==> config.mk <==
export PLATFORM = sky130hd
export DESIGN_NAME = updown_sweep_ctrl
export DESIGN_NICKNAME = d
export VERILOG_FILES = /design/src/rtl/updown_pkg.sv /design/src/rtl/updown_core.sv /design/src/rtl/updown_sweep_ctrl.sv
export SDC_FILE = /design/constraint.sdc
export NUM_CORES = 1
export LEC_CHECK = 0
export ABC_AREA = 1
export BUFFER_PORTS_ARGS = -buffer_cell sky130_fd_sc_hd__buf_2
export CAP_MARGIN = 40
export CORE_UTILIZATION = 52
export CTS_CLUSTER_DIAMETER = 40
export DETAILED_ROUTE_END_ITERATION = 8
export PLACE_DENSITY = 0.81
export SLEW_MARGIN = 30
export SYNTH_ARGS = -nofsm -noshare
export SYNTH_HDL_FRONTEND = slang
export SYNTH_SLANG_ARGS = --single-unit
==> constraint.sdc <==
create_clock -name c -period 2.1 [get_ports c]
set_input_delay 0.105 -clock c [delete_from_list [all_inputs] [get_ports c]]
set_output_delay 0.105 -clock c [all_outputs]
set_load 0.1 [all_outputs]
==> src/rtl/updown_pkg.sv <==
// updown_pkg
// Shared definitions for the up/down sweep sequencer: default counter and
// sweep-count widths, and the controller state encoding.
package updown_pkg;

    localparam int W_DEF   = 8;   // counter / limit width
    localparam int NSW_DEF = 4;   // sweep-count width

    typedef enum logic [1:0] {
        ST_IDLE = 2'd0,
        ST_UP   = 2'd1,
        ST_DOWN = 2'd2,
        ST_DONE = 2'd3
    } state_t;

endpackage : updown_pkg

==> src/rtl/updown_core.sv <==
// updown_core
// Plain W-bit up/down counter. Load has priority over count; when counting,
// m=1 increments and m=0 decrements. Synchronous active-high reset to 0.
//
// Ports:
//   c   clock, rising edge
//   r   synchronous reset, active-high
//   en  count enable
//   ld  load d into the counter (overrides en)
//   d   load value
//   m   direction: 1 = up, 0 = down
//   q   counter value
module updown_core
    import updown_pkg::*;
#(
    parameter int W = W_DEF
) (
    input  logic         c,
    input  logic         r,
    input  logic         en,
    input  logic         ld,
    input  logic [W-1:0] d,
    input  logic         m,
    output logic [W-1:0] q
);

    localparam logic [W-1:0] ONE = W'(1);

    // NOTE: sequential state is always assigned with non-blocking '<=' so
    // every flop samples the pre-edge values of its inputs.
    always_ff @(posedge c) begin
        if (r) begin
            q <= '0;
        end else if (ld) begin
            q <= d;
        end else if (en) begin
            q <= m ? (q + ONE) : (q - ONE);
        end
    end

endmodule : updown_core

==> src/rtl/updown_sweep_ctrl.sv <==
// updown_sweep_ctrl
// Triangle-wave (ping-pong) sequencer on top of updown_core. A start in IDLE
// with lo < hi captures the limits and sweep count, loads q with lo and sweeps
// lo->hi->lo the requested number of times (0 = until stop). A start with
// lo >= hi is rejected with a one-cycle err pulse.
//
// Ports:
//   c       clock, rising edge
//   r       synchronous reset, active-high
//   start   start request (sampled in IDLE only)
//   stop    abort (sampled in UP/DOWN only), freezes q and goes to DONE
//   lo, hi  sweep limits, captured on an accepted start
//   sweeps  number of full sweeps, 0 = continuous
//   q       counter value
//   m       direction: 1 = up, 0 = down
//   busy    high while sweeping (UP/DOWN)
//   done    one-cycle pulse in DONE
//   err     one-cycle pulse after a rejected start
module updown_sweep_ctrl
    import updown_pkg::*;
#(
    parameter int W   = W_DEF,
    parameter int NSW = NSW_DEF
) (
    input  logic           c,
    input  logic           r,
    input  logic           start,
    input  logic           stop,
    input  logic [W-1:0]   lo,
    input  logic [W-1:0]   hi,
    input  logic [NSW-1:0] sweeps,
    output logic [W-1:0]   q,
    output logic           m,
    output logic           busy,
    output logic           done,
    output logic           err
);

    localparam logic [W-1:0]   ONE    = W'(1);
    localparam logic [NSW-1:0] SW_ONE = NSW'(1);

    state_t         state, state_d;
    logic [W-1:0]   lo_q, hi_q;
    logic [NSW-1:0] sw_left;     // remaining sweeps; 0 means continuous
    logic           err_q;

    logic           en, ld, cap, sw_dec, err_d;
    logic           at_top, at_bottom;

    // Turnaround is decided one step early so q lands exactly on the limit
    // in the same edge that flips direction: no dwell at either end.
    assign at_top    = (q == (hi_q - ONE));
    assign at_bottom = (q == (lo_q + ONE));

    assign m    = (state != ST_DOWN);
    assign busy = (state == ST_UP) || (state == ST_DOWN);
    assign done = (state == ST_DONE);
    assign err  = err_q;

    always_ff @(posedge c) begin
        if (r) begin
            state   <= ST_IDLE;
            lo_q    <= '0;
            hi_q    <= '0;
            sw_left <= '0;
            err_q   <= 1'b0;
        end else begin
            state <= state_d;
            err_q <= err_d;
            if (cap) begin
                lo_q    <= lo;
                hi_q    <= hi;
                sw_left <= sweeps;
            end else if (sw_dec) begin
                sw_left <= sw_left - SW_ONE;
            end
        end
    end

    // NOTE: every signal driven here gets a default first, so no path can
    // leave one unassigned and infer a latch.
    always_comb begin
        state_d = state;
        en      = 1'b0;
        ld      = 1'b0;
        cap     = 1'b0;
        sw_dec  = 1'b0;
        err_d   = 1'b0;
        case (state)
            ST_IDLE: begin
                if (start) begin
                    if (lo < hi) begin
                        cap     = 1'b1;
                        ld      = 1'b1;
                        state_d = ST_UP;
                    end else begin
                        err_d = 1'b1;
                    end
                end
            end
            ST_UP: begin
                if (stop) begin
                    state_d = ST_DONE;      // q frozen: en stays low
                end else begin
                    en = 1'b1;
                    if (at_top) state_d = ST_DOWN;
                end
            end
            ST_DOWN: begin
                if (stop) begin
                    state_d = ST_DONE;
                end else begin
                    en = 1'b1;
                    if (at_bottom) begin
                        if (sw_left == SW_ONE) begin
                            state_d = ST_DONE;
                        end else begin
                            state_d = ST_UP;
                            sw_dec  = (sw_left != '0);  // continuous never counts
                        end
                    end
                end
            end
            ST_DONE: state_d = ST_IDLE;
            default: state_d = ST_IDLE;
        endcase
    end

    updown_core #(.W(W)) u_core (
        .c  (c),
        .r  (r),
        .en (en),
        .ld (ld),
        .d  (lo),
        .m  (m),
        .q  (q)
    );

endmodule : updown_sweep_ctrl
[After elaboration in Yosys (flattened, before gate mapping)]
Index checks and enable logic that the tools add are counted.
Word-level totals
  register bits: 31
  output and inout bits: 12
  bits of input ports: 24
  word-level logic and storage cells: 56
Cells by class
  reductions and logical operators: 8
  bitwise operators: 2
  $lt $le $gt $ge: 1
  add/subtract/negate cells: 5
  equal/unequal tests: 11
  muxes and demuxes: 23
Operators with widths (number)
  $mux W8: 3
  $add A8 B1 Y8 const B: 2
  $eq A8 B8 Y1: 2
  $sub A8 B1 Y8 const B: 2
  $mux W2: 7
  $mux W1: 10
  $lt A8 B8 Y1: 1
  $mux W4: 2
  $pmux W2 S4: 1
  $ne A2 B2 Y1 const B: 3
  $ne A3 B3 Y1 const B: 2
  $eq A2 B2 Y1 const B: 2
  $eq A4 B1 Y1 const B: 1
  $reduce_and A4 Y1: 1
  $reduce_bool A2 Y1: 2
  $reduce_bool A4 Y1: 1
  $sub A4 B1 Y4 const B: 1
  $reduce_or A3 Y1: 1
  $eq A2 B1 Y1 const B: 1
  $logic_not A2 Y1: 1
  $not A1 Y1: 2
  $reduce_or A2 Y1: 1
  $logic_or A1 B1 Y1: 1

[Depth between registers and ports, before layout]
  word-level depth: 7
  mapped depth: 17
  depth with buffers taken out: 17

[By module]
Synthesis repeated with hierarchy kept, for this count alone.
Second synthesis, totals
  cells, all modules: 388
  area, all modules: 2547.4 um^2
Modules (own cells, without submodules)
  updown_sweep_ctrl: instances 1, area each 1870.5 um^2, cells each 288
  updown_core: instances 1, area each 676.9 um^2, cells each 100

[Least setup slack after synthesis]
No wires, ideal clock.
  path kind: reg-to-reg
  start: register state[0]
  end: register u_core.q[6]
  required time: 1.977 ns
  stages on the path, launching flop included: 13
  period minus slack after synthesis: 2.718 ns
  path buffers: 0
  setup slack: -0.618 ns
  arrival: 2.595 ns
  cells stage by stage: dfxtp_1 inv_1 ha_1 inv_1 fa_1 o21ai_1 nand2_1 a21oi_1 nor2_1 nand2_1 nand3_1 o21ai_0 a21oi_1
On the way
  word-level cells in the longest chain between the ends: 4
RTL lines
  start, declared: line updown_sweep_ctrl.sv:42  | state_t state, state_d;
  start signal, assigned: line updown_sweep_ctrl.sv:68  | state <= state_d;
  $ne A2 B2 Y1: line updown_sweep_ctrl.sv:55  | assign m = (state != ST_DOWN);
  named net m: line updown_sweep_ctrl.sv:33  | output logic m,
  $mux W8: line updown_core.sv:37  | q <= m ? (q + ONE) : (q - ONE);
  $mux W8: line updown_core.sv:36  | end else if (en) begin
  $mux W8: line updown_core.sv:34  | end else if (ld) begin
  end signal, assigned: line updown_core.sv:37
  end, declared: line updown_core.sv:24  | output logic [W-1:0] q
The timed path passes the listed nets, and every way through them passes these cells. The select of a mux whose other input is x is not followed.
A chain may end at the register's enable or synchronous reset.

[Final worst setup path]
  start: register state[0]
  end: register u_core.q[5]
On the way
  word-level cells in the longest chain between the ends: 4
RTL lines (line)
  $ne A2 B2 Y1, or another cell as far along: updown_sweep_ctrl.sv:55
  $mux W8 or $reduce_or A2 Y1 (tied branches)
  $mux W8 or $mux W1 (tied branches)
  $mux W8 or $reduce_bool A2 Y1 (tied branches)
Several ways; a longest one is shown, not always the timed one. The select of a mux whose other input is x is not followed.

==> flow_summary_export.csv <==
group,metric,value,unit
outcome,status,"completed",
global_routing,gr-max-usage-layer,"met2",
synth,synthCells,373,
clock_network,ctsHoldBuffers,0,
cells_and_area,final_cells,466,
timing,drv_slew,0,
timing,fin_setup_tns,0,ps
setup_path,critPathCapture,"u_core.q[5]$_SDFFE_PP0P_",
floorplan,rows,24,
placed_design,gp_congestion,0.992,
setup_path,cp_slowest_stage_delay,380,ps
synth,synth.distinct_cells,34,
timing,hold_viol,0,
floorplan,start_util,55.1,%
clock_network,root_buffer,"clkbuf_8",
placed_design,io_buffers,35,
power,irDropWorstVdd,0.000973,V
floorplan,io_pins,36,
setup_path,crit_path_start,"state[0]$_SDFFE_PP0P_",
clock_network,clk_latency,280,ps
timing,setup_violations,0,
min_path,hold_class,"in2reg",
setup_path,worst-path-max-fanout,6,
setup_path,slowest_stage,"dfxtp_2",
detailed_routing,ant_nets,0,
setup_path,rrSetupSlack,130,ps
cells_and_area,final_nets,461,
synth,ys_warn_count,0,
global_routing,met1_usage,29.0,%
cells_and_area,final_common_cell,"nand2_1",
power,p_per_area,1370,mW/mm^2
detailed_routing,wl,6.00,mm
cells_and_area,area_delta_synth_final,16.8,%
clock_network,cts_max_level,2,
detailed_routing,wire_per_inst,12.9,um
setup_path,critPathBufInv,2,
global_routing,track_usage,24.1,%
setup_path,path_class,"reg2reg",
floorplan,core_area,0.00444,sq mm
detailed_routing,avgViaCountPerCell,5.34,
setup_path,path_delay_family,"adder cells",
global_routing,grt_max_degree,27,
setup_path,cp.arrival,2140,ps
timing,skew,4.80,ps
synth,synth_area_per_cell,6.57,sq um
clock_network,clk_pin_slew,60,ps
timing,slew_headroom,67.6,%
setup_path,worstPathCellList,"inv_4 -> ha_4 -> buf_4 -> ha_1 -> nand3_1 -> nand2_1 -> a21oi_1 -> o21ai_0 -> xor2_1 -> o21ai_1 -> nor2_1 -> nor2_1",
clock_network,clockBufferDepth,2,
placed_design,post-place-cells,453,
synth,ys_ff_latch,31,
timing,max_slew.worst_pin.slew,485,ps
timing,post-route-period-util,93.8,%
synth,syn-num-nets,420,
synth,syn_area,0.00245,sq mm
global_routing,grt_pass1_wl,9.49,mm
power,power,3.91,mW
global_routing,globalRouteOverflowTotal,0,
placed_design,dp_hpwl,4.57,mm
synth,synth_seq_area_share,25.3,%
global_routing,grt_pass1_vias,2172,
global_routing,antenna_found_initial,0,
global_routing,use_met2,43.6,%
detailed_routing,drtIter0Drc,85,
setup_path,required,2270,ps
cells_and_area,drive_above_1_share,22.0,%
setup_path,rr_worst_depth,12,
detailed_routing,vias,2490,
setup_path,cp_common_cell,"nor2_1",
global_routing,use_met3,3.56,%
clock_network,numCtsBuffers,5,
cells_and_area,layout_common_cells,"nand2_1 (96), inv_1 (40), buf_2 (35)",
floorplan,die-area,0.00499,sq mm
floorplan,dieHeight,70.6,um
cells_and_area,diodes,0,
synth,post-synth-top-area-fraction,25.3,%
detailed_routing,first_pass_iters,4,
setup_path,start_kind,"flop",
clock_network,cts_tree,"yes",
synth,yosys.area.top_type,"dfxtp_1",
detailed_routing,drc_errors,0,
clock_network,clock_sinks,31,
synth,synth.area.top_cells,"dfxtp_1 (25%), nand2_1 (15%), ha_1 (11%)",
setup_path,rr_startpoint,"state[0]$_SDFFE_PP0P_",
timing,max_freq,0.507,GHz
setup_path,r2r-end,"u_core.q[5]$_SDFFE_PP0P_",
timing,post-route-min-period,1970,ps
setup_path,cp_num_cells,12,
floorplan,chipWidth,70.6,um
run,drv_cap,0,
setup_path,crit_path_end_kind,"flop",
power,leakagePower,1.42,nW
[state kept, by name (all words and copies together), names as in the netlist]
register,flops
u_core.q,8
state,2
sw_left,4
lo_q,8
err,1
hi_q,8
[repair_timing]
| item | CTS | global route |
|---|---|---|
| endpoints found under the setup margin | 0 | 7 |
| buffers inserted | 0 | 6 |
| resized for setup | 0 | 12 |
| endpoints found under the hold margin | 0 | 0 |
[synth_stat cells]
cell / n
inv_2: 4
nor3b_1: 1
o22ai_1: 1
nand2_2: 3
nand3_1: 27
buf_2: 5
nand2_1: 97
buf_6: 1
xnor2_1: 4
o211ai_1: 1
nor2_1: 30
dfxtp_1: 31
nor2_4: 2
inv_1: 42
fa_1: 1
a21oi_2: 1
clkinv_1: 1
a31oi_1: 2
a21oi_1: 36
nor3_1: 1
buf_4: 1
nand2_4: 1
o21a_1: 1
nor2_2: 2
clkbuf_1: 2
nand4_1: 6
nand3_2: 2
ha_1: 22
nand3b_4: 1
o21ai_1: 12
o21ai_0: 18
inv_4: 1
xor2_1: 12
nor2_8: 1
[worst reg2reg max path: cells and delay by family (launching register included)]
| kind | cells | cell delay [ps] |
|---|---|---|
| AO/OA/AOI/OAI | 3 | 340 |
| AND/OR/NAND/NOR | 4 | 350 |
| flip-flops | 1 | 380 |
| buffers and inverters | 2 | 180 |
| adder cells (fa/ha/maj) | 2 | 440 |
| XOR/XNOR | 1 | 170 |
[worst min path at each step]
stage / startpoint / slack [ps] / to / cells past startpoint
3_5_place_dp: hi[3] / 370 / hi_q[3]$_SDFFE_PP0P_ / 3
3_3_place_gp: hi[3] / 370 / hi_q[3]$_SDFFE_PP0P_ / 3
4_1_cts: hi[7] / 80 / hi_q[7]$_SDFFE_PP0P_ / 3
6_report: hi[3] / 80 / hi_q[3]$_SDFFE_PP0P_ / 3
5_1_grt: hi[0] / 100 / hi_q[0]$_SDFFE_PP0P_ / 3
2_1_floorplan: r / 170 / sw_left[1]$_SDFFE_PP0P_ / 1
[metal layers]
metal / up-vias / wire, um
met2: 54 / 2980
met4: 0 / 148
li1: 1291 / -
met1: 1131 / 2620
met5: - / 0
met3: 14 / 245
[cell families after synthesis]
family / Yosys count / share of synthesized area (%)
DFF: 31 / 25.3
buffers and inverters: 57 / 9.55
AOI/OAI and AO/OA: 72 / 15.2
adders and majority gates: 23 / 12.1
and+or+nand+nor: 174 / 32.1
xor gates and xnor gates: 16 / 5.72
[report_power, final]
| part | switching, mW | internal [mW] |
|---|---|---|
| Sequential | 0.265 | 0.767 |
| Clock | 0.215 | 0.257 |
| Combinational | 1.65 | 0.760 |
[stage by stage]
| stage | setup slack (ps) | util, % | cell area, sq um | hold slack (ps) |
|---|---|---|---|---|
| 2_1_floorplan | -325 | - | 2480 | 174 |
| 3_3_place_gp | 141 | 60.8 | 2700 | 366 |
| 3_5_place_dp | 107 | 60.8 | 2700 | 372 |
| 4_1_cts | 92.1 | 62.8 | 2790 | 80.7 |
| 5_1_grt | -71.3 | 64.4 | 2860 | 102 |
| 6_report | 129 | 64.4 | 2860 | 84.1 |
[final cells by class]
type                       count  area (sq um)
multi-input combinational    285          1630
fill                         395          1580
sequential                    31           639
timing repair buffer          43           245
inverter                      48           189
clock buffer                   6          82.6
tap                           52          65.1
clock inverter                 1          5.00
(Power assumes the default switching activity.)
